$ cat src/rtl/if_fetch_ctrl.sv
// Instruction-fetch sequencer: owns the PC and arbitrates the instruction-RAM port between fetch and loader.
// Optional performance counters are enabled by defining IF_FETCH_CTRL_PERF_EN.
module if_fetch_ctrl #(
  parameter logic [31:0] RESET_PC = 32'h0000_0000,
  parameter int unsigned ADDR_W   = 10,
  parameter int unsigned LD_CNT_W = 10
) (
  input  logic                clk,
  input  logic                rst_n,
  input  logic                stall,
  input  logic [31:0]         npc,
  input  logic                ld_req,
  input  logic                ld_valid,
  input  logic                ld_last,
  input  logic [ADDR_W-1:0]   ld_addr,
  input  logic [31:0]         ld_data,
  output logic                ld_gnt,
  output logic [LD_CNT_W-1:0] ld_words,
  output logic [31:0]         pc,
  output logic                ram_ena,
  output logic                ram_wena,
  output logic [ADDR_W-1:0]   ram_addr,
  output logic [31:0]         ram_wdata,
  output logic                inst_valid,
  output logic [31:0]         inst_pc
`ifdef IF_FETCH_CTRL_PERF_EN
  ,
  output logic [31:0]         perf_fetch,
  output logic [31:0]         perf_stall
`endif
);

  typedef enum logic [2:0] {BOOT, RUN, HOLD, LOAD, REFILL} state_t;

  state_t              state;
  logic                ram_ena_q;
  logic [ADDR_W-1:0]   ram_addr_q;
  logic [31:0]         ram_wdata_q;
  logic                load_exit;

  // While the loader owns the port, the RAM strobes follow it directly.
  assign ram_ena   = (state == LOAD) ? ld_valid : ram_ena_q;
  assign ram_wena  = (state == LOAD) && ld_valid;
  assign ram_addr  = (state == LOAD) ? ld_addr  : ram_addr_q;
  assign ram_wdata = (state == LOAD) ? ld_data  : ram_wdata_q;

  assign load_exit = (ld_valid && ld_last) || !ld_req;

  always_ff @(posedge clk) begin
    if (!rst_n) begin
      state       <= BOOT;
      pc          <= RESET_PC;
      inst_pc     <= RESET_PC;
      inst_valid  <= 1'b0;
      ld_gnt      <= 1'b0;
      ld_words    <= '0;
      ram_ena_q   <= 1'b0;
      ram_addr_q  <= '0;
      ram_wdata_q <= '0;
    end else begin
      case (state)
        BOOT: begin
          state      <= RUN;
          ram_ena_q  <= 1'b1;
          ram_addr_q <= pc[ADDR_W+1:2];
        end
        RUN: begin
          // Load beats stall; either way the read issued this cycle is discarded.
          if (ld_req) begin
            state      <= LOAD;
            ld_gnt     <= 1'b1;
            ld_words   <= '0;
            inst_valid <= 1'b0;
            ram_ena_q  <= 1'b0;
          end else if (stall) begin
            state     <= HOLD;
            ram_ena_q <= 1'b0;
          end else begin
            pc         <= npc;
            inst_pc    <= pc;
            inst_valid <= 1'b1;
            ram_addr_q <= npc[ADDR_W+1:2];
          end
        end
        HOLD: begin
          if (ld_req) begin
            state      <= LOAD;
            ld_gnt     <= 1'b1;
            ld_words   <= '0;
            inst_valid <= 1'b0;
          end else if (!stall) begin
            state      <= RUN;
            ram_ena_q  <= 1'b1;
            ram_addr_q <= pc[ADDR_W+1:2];
          end
        end
        LOAD: begin
          if (ld_valid) begin
            ram_wdata_q <= ld_data;
            if (ld_words != '1) ld_words <= ld_words + LD_CNT_W'(1);
          end
          if (load_exit) begin
            state      <= REFILL;
            ld_gnt     <= 1'b0;
            ram_ena_q  <= 1'b1;
            ram_addr_q <= pc[ADDR_W+1:2];
          end
        end
        REFILL: begin
          state      <= RUN;
          inst_pc    <= pc;
          inst_valid <= 1'b1;
        end
        default: state <= BOOT;
      endcase
    end
  end

`ifdef IF_FETCH_CTRL_PERF_EN
  // Every RUN cycle issues a read; every HOLD cycle is a stall.
  always_ff @(posedge clk) begin
    if (!rst_n) begin
      perf_fetch <= '0;
      perf_stall <= '0;
    end else begin
      if (state == RUN)  perf_fetch <= perf_fetch + 32'd1;
      if (state == HOLD) perf_stall <= perf_stall + 32'd1;
    end
  end
`endif

endmodule

$ cat config.mk
export PLATFORM = sky130hd
export DESIGN_NAME = if_fetch_ctrl
export DESIGN_NICKNAME = d
export VERILOG_FILES = /design/src/rtl/if_fetch_ctrl.sv
export SDC_FILE = /design/constraint.sdc
export NUM_CORES = 1
export LEC_CHECK = 0
export ABC_CLOCK_PERIOD_IN_PS = 5560
export BUFFER_PORTS_ARGS = -buffer_cell sky130_fd_sc_hd__buf_2
export CELL_PAD_IN_SITES_DETAIL_PLACEMENT = 2
export CELL_PAD_IN_SITES_GLOBAL_PLACEMENT = 2
export CORE_AREA = 2 2 139 141
export DETAILED_ROUTE_END_ITERATION = 6
export DIE_AREA = 0 0 141 143
export GPL_TIMING_DRIVEN = 0
export PLACE_DENSITY_LB_ADDON = 0.1
export SLEW_MARGIN = 20
export SYNTH_ARGS = -nofsm -noshare
export SYNTH_HDL_FRONTEND = slang
export SYNTH_SLANG_ARGS = --single-unit
$ cat constraint.sdc
create_clock -name clk -period 5.56 [get_ports clk]
set_clock_uncertainty 0.1 [all_clocks]
set_input_delay 0.834 -clock clk [delete_from_list [all_inputs] [get_ports clk]]
set_output_delay 0.834 -clock clk [all_outputs]
set_load 0.01 [all_outputs]
# Yosys cells after proc, flatten, opt, wreduce, memory -nomap -nowiden
# Cells that the tools add are included.
[word_totals]
regBits = 122
input_bits = 80
[op_classes]
n_addsub = 1
n_eq_ne = 17
n_mux = 34
bitwise_logic = 2
n_reduce_logical = 20
[op_table]
columns = ["cell", "count"]
rows = [
  ["$mux W32", 3],
  ["$mux W10", 9],
  ["$pmux W32 S2", 1],
  ["$pmux W10 S4", 1],
  ["$pmux W10 S2", 1],
  ["$mux W3", 5],
  ["$reduce_and A3 Y1", 5],
  ["$ne A2 B2 Y1 const B", 7],
  ["$pmux W3 S4", 1],
  ["$add A10 B1 Y10 const B", 1],
  ["$mux W1", 10],
  ["$ne A10 B10 Y1 const B", 1],
  ["$ne A3 B3 Y1 const B", 3],
  ["$eq A3 B2 Y1 const B", 2],
  ["$reduce_and A6 Y1", 1],
  ["$reduce_and A5 Y1", 1],
  ["$ne A2 B1 Y1 const B", 2],
  ["$pmux W1 S4", 1],
  ["$reduce_and A4 Y1", 1],
  ["$reduce_bool A2 Y1", 2],
  ["$reduce_bool A4 Y1", 1],
  ["$reduce_or A2 Y1", 2],
  ["$eq A3 B1 Y1 const B", 1],
  ["$eq A3 B3 Y1 const B", 1],
  ["9 further kinds", 11],
]

# Logic depth before layout (Yosys ltp)
[depth]
depth_word = 4
mapped_depth = 8

# Worst setup path before layout
# No wires, ideal clock.
[synth_path]
path_kind = "register -> output"
start = "register state[0]"
end = "output ram_addr[0]"
arrival_time_ps = 1449
t_required_ps = 4626
slack_ps = 3178
path_stages_with_launch = 8
path_cell_list = "dfxtp_1 > buf_4 > and3b_1 > clkbuf_1 > clkbuf_1 > clkbuf_1 > nand2_1 > nand2_1"
[synth_via]
elab_chain_len = 2
[synth_lines]
columns = ["element", "line", "text"]
rows = [
  ["start: declaration", "35", "state_t state;"],
  ["start signal: assignment", "51", "state <= BOOT;"],
  ["start signal: assignment", "63", "state <= RUN;"],
  ["start signal: assignment", "70", "state <= LOAD;"],
  ["$eq A3 B2 Y1", "44", "assign ram_addr = (state == LOAD) ? ld_addr : ram_addr_q;"],
  ["$mux W10", "44", ""],
  ["end: declaration", "22", "output logic [ADDR_W-1:0] ram_addr,"],
]
# Every way passes these cells.

# Worst setup path in the final report
[layout_path]
start = "register state[1]"
end = "output ram_wdata[26]"
[layout_via]
elab_chain_len = 2
[layout_lines]
columns = ["element", "line", "text"]
rows = [
  ["$eq A3 B2 Y1", "45", "assign ram_wdata = (state == LOAD) ? ld_data : ram_wdata_q;"],
  ["$mux W32", "45", ""],
  ["end: declaration", "23", "output logic [31:0] ram_wdata,"],
]
# Every way passes these cells.

==> results.ini <==
[run_status]
status = completed

[sta]
max_slew_margin_pct = 55.2
final-setup-viol-count = 0
max_freq_mhz = 280
finalCritPeriodShare_pct = 64.3
hold_viol_final = 0
period_needed_ps = 3580
rsz0062_at_grt = no
worst_hold_slack_ps = 359
tns_ps = 0
worst_pin_slew_ps = 671
slew_viol_final = 0

[drt]
wl_um = 19700
drtAntennaViolNets = 0
avgRoutedWirePerCell_um = 17.2
drt_iter0_drc = 114
remaining_drc_errors = 0
first_pass_iters = 5
dr_total_vias = 5558
via_per_inst = 4.84

[yosys]
synth-async-reset-ratio_pct = 0
syn_inst = 684
yosysSeqAreaShare_pct = 46.2
yosysWarnings = 0
synth_edf_count = 0
synth.distinct_cells = 47
synth_top_area_share_pct = 46.2
synth_ff_type = dfxtp_1
synthTopCellsByArea = dfxtp_1 (46%), nand2_1 (19%), mux2i_1 (8.3%)
netlist_area_sq_um = 5290
avgSynthCellArea_sq_um = 7.73
synth-seq-cells = 122
syn-num-nets = 765
yosys.area.top_type = dfxtp_1

[clock_tree]
cts_tree = built
cts_buffers = 17
cts_num_sinks = 122
clk_transition_reported_paths_ps = 60
cts_hold_buf = 0
cts_resized = 0
post-cts-setup-buffer-count = 0
htreeDepth = 4
cts_buffer_depth = 2
clock_latency_ps = 430
clockRootBuffer = clkbuf_16

[power_and_ir_drop]
p_leak_nw = 3.23
cellPowerDensity_nw_per_um2 = 320
ir_worst_vdd_uv = 183

[layout]
fin_util_pct = 38.5
num-fill-cells = 2199
final_nets = 983
area_growth_pct = 35.3
drive_gt1_share_pct = 27.3
antennaDiodeCount = 0
layout_commonest_cell = nand2_1
multi_input_area_sq_um = 2580
layout_common_cells = nand2_1 (264), buf_2 (208), dfxtp_1 (122), a21oi_1 (83), mux2i_1 (44)
ff_latch_area_sq_um = 2440

[setup_path]
worstPathRequired_ps = 4630
crit_chain = and3b_1, clkbuf_1, clkbuf_1, clkbuf_1, nand2_1, nand2_1, buf_2
critPathMaxFanout = 10
critPathArrivalTime_ps = 2640
critPathMostFrequentCell = clkbuf_1
critPathKind = flip-flop to output port
cp_top_family = buffers and inverters
cpPeakStageDelay_ps = 500
ff2ff_setup_slack_ps = 3460
cp-start-kind = flip-flop
cpMaxStageDelayCell = clkbuf_1
end_kind = output port
cp.buffers_inverters = 4

[die]
die_w_um = 141
dieHeight_um = 143
ios = 200
initial_core_util_pct = 28.5
rows = 50
die_area_sq_um = 20200
core_sq_um = 18600

[placed_design]
port_buffers = 199
dp.final_hpwl_um = 14900
gp_congestion = 0.799

[grt]
grt_usage_pct = 19.8
grt_first_pass_wirelength_um = 31200
antenna_found_initial = 1
grt_max_degree = 17
grt_pass1_vias = 5947
grt-ovfl-total = 0

[hold_path]
hold_class = flip-flop to flip-flop

[run]
maxCapViolCount = 0

## power by group
part	internal, mW	switching (mW)	leakage, nW	total, mW
Combinational	0.110	0.173	1.98	0.283
Clock	0.659	0.429	0.265	1.09
Sequential	0.903	0.0192	0.988	0.922
## state kept, by name, indices dropped and copies added (netlist names)
name	flops
ram_addr_q	10
ld_gnt	1
ram_wdata_q	32
inst_valid	1
pc	32
inst_pc	32
state	3
ram_ena_q	1
ld_words	10
## per-stage QoR
stage | cell area, sq um | worst slack (ps) | power, mW | std cells
after global routing | 7160 | 1710 | 2.40 | 1149
after CTS | 7160 | 1910 | 2.33 | 1149
after detailed placement | 6580 | 2380 | 1.23 | 1117
after floorplan | 5290 | 3180 | 1.10 | 684
final | 7160 | 1980 | 2.29 | 1149
after global placement | 6580 | 2460 | 1.22 | 1117
## cells by family after synthesis
group / count (synthesis) / synth area share (%)
buffers and inverters: 54 / 5.11
AO/OA/AOI/OAI: 126 / 14.1
flip-flops: 122 / 46.2
adder cells (fa/ha/maj): 2 / 0.426
multiplexers: 44 / 8.33
AND/OR/NAND/NOR: 336 / 25.9
## routing by layer
| layer | vias up | GRT usage (%) | share of wire, % | wire [um] |
|---|---|---|---|---|
| met1 | 2676 | 23.7 | 43 | 8410 |
| li1 | 2715 | - | - | - |
| met5 | - | 0 | 0.081 | 16 |
| met3 | 25 | 5.13 | 5.6 | 1110 |
| met4 | 2 | 5.63 | 1.2 | 243 |
| met2 | 140 | 35.1 | 50 | 9950 |
## cell type report
| type | count | area share (%) |
|---|---|---|
| Timing Repair Buffer | 199 | 13.9 |
| Multi-Input combinational cell | 508 | 36.0 |
| Clock buffer | 18 | 6.00 |
| Tap cell | 234 | 4.09 |
| Clock inverter | 14 | 2.10 |
| Inverter | 4 | 0.210 |
| Sequential cell | 122 | 34.1 |
| Buffer | 50 | 3.57 |
## synthesized netlist by cell type (2+ instances only)
cell type,n
inv_2,2
a21oi_1,83
buf_4,2
nand2b_1,4
nand4_1,2
and3_1,2
nor3b_1,2
o22ai_1,2
mux2i_1,44
o21ai_0,6
or3_1,2
o311ai_1,3
buf_2,9
clkbuf_1,36
nor2b_1,2
dfxtp_1,122
nand3_1,3
a31oi_1,2
and4_1,2
inv_1,2
o41ai_1,4
nand2_1,264
a41oi_1,2
o31ai_1,2
buf_12,3
a211oi_1,13
nor2_1,39
nand3b_1,3
and2_1,4
## final timing paths
path | start | end | cells after the start
max | state[1]$_SDFFE_PN0P_ | ram_wdata[26] | 7
min | ram_wdata_q[5]$_SDFFE_PN0P_ | ram_wdata_q[5]$_SDFFE_PN0P_ | 2
max reg2reg | ld_words[0]$_SDFFE_PN0P_ | ld_words[5]$_SDFFE_PN0P_ | 6
min reg2reg | ram_wdata_q[5]$_SDFFE_PN0P_ | ram_wdata_q[5]$_SDFFE_PN0P_ | 2
## worst min-delay path: cells and delay by family (launching register included)
kind / cells / cell delay [ps]
flip-flops: 1 / 310
AND/OR/NAND/NOR: 1 / 50
AO/OA/AOI/OAI: 1 / 50
Power figures use the tool's default switching activity.
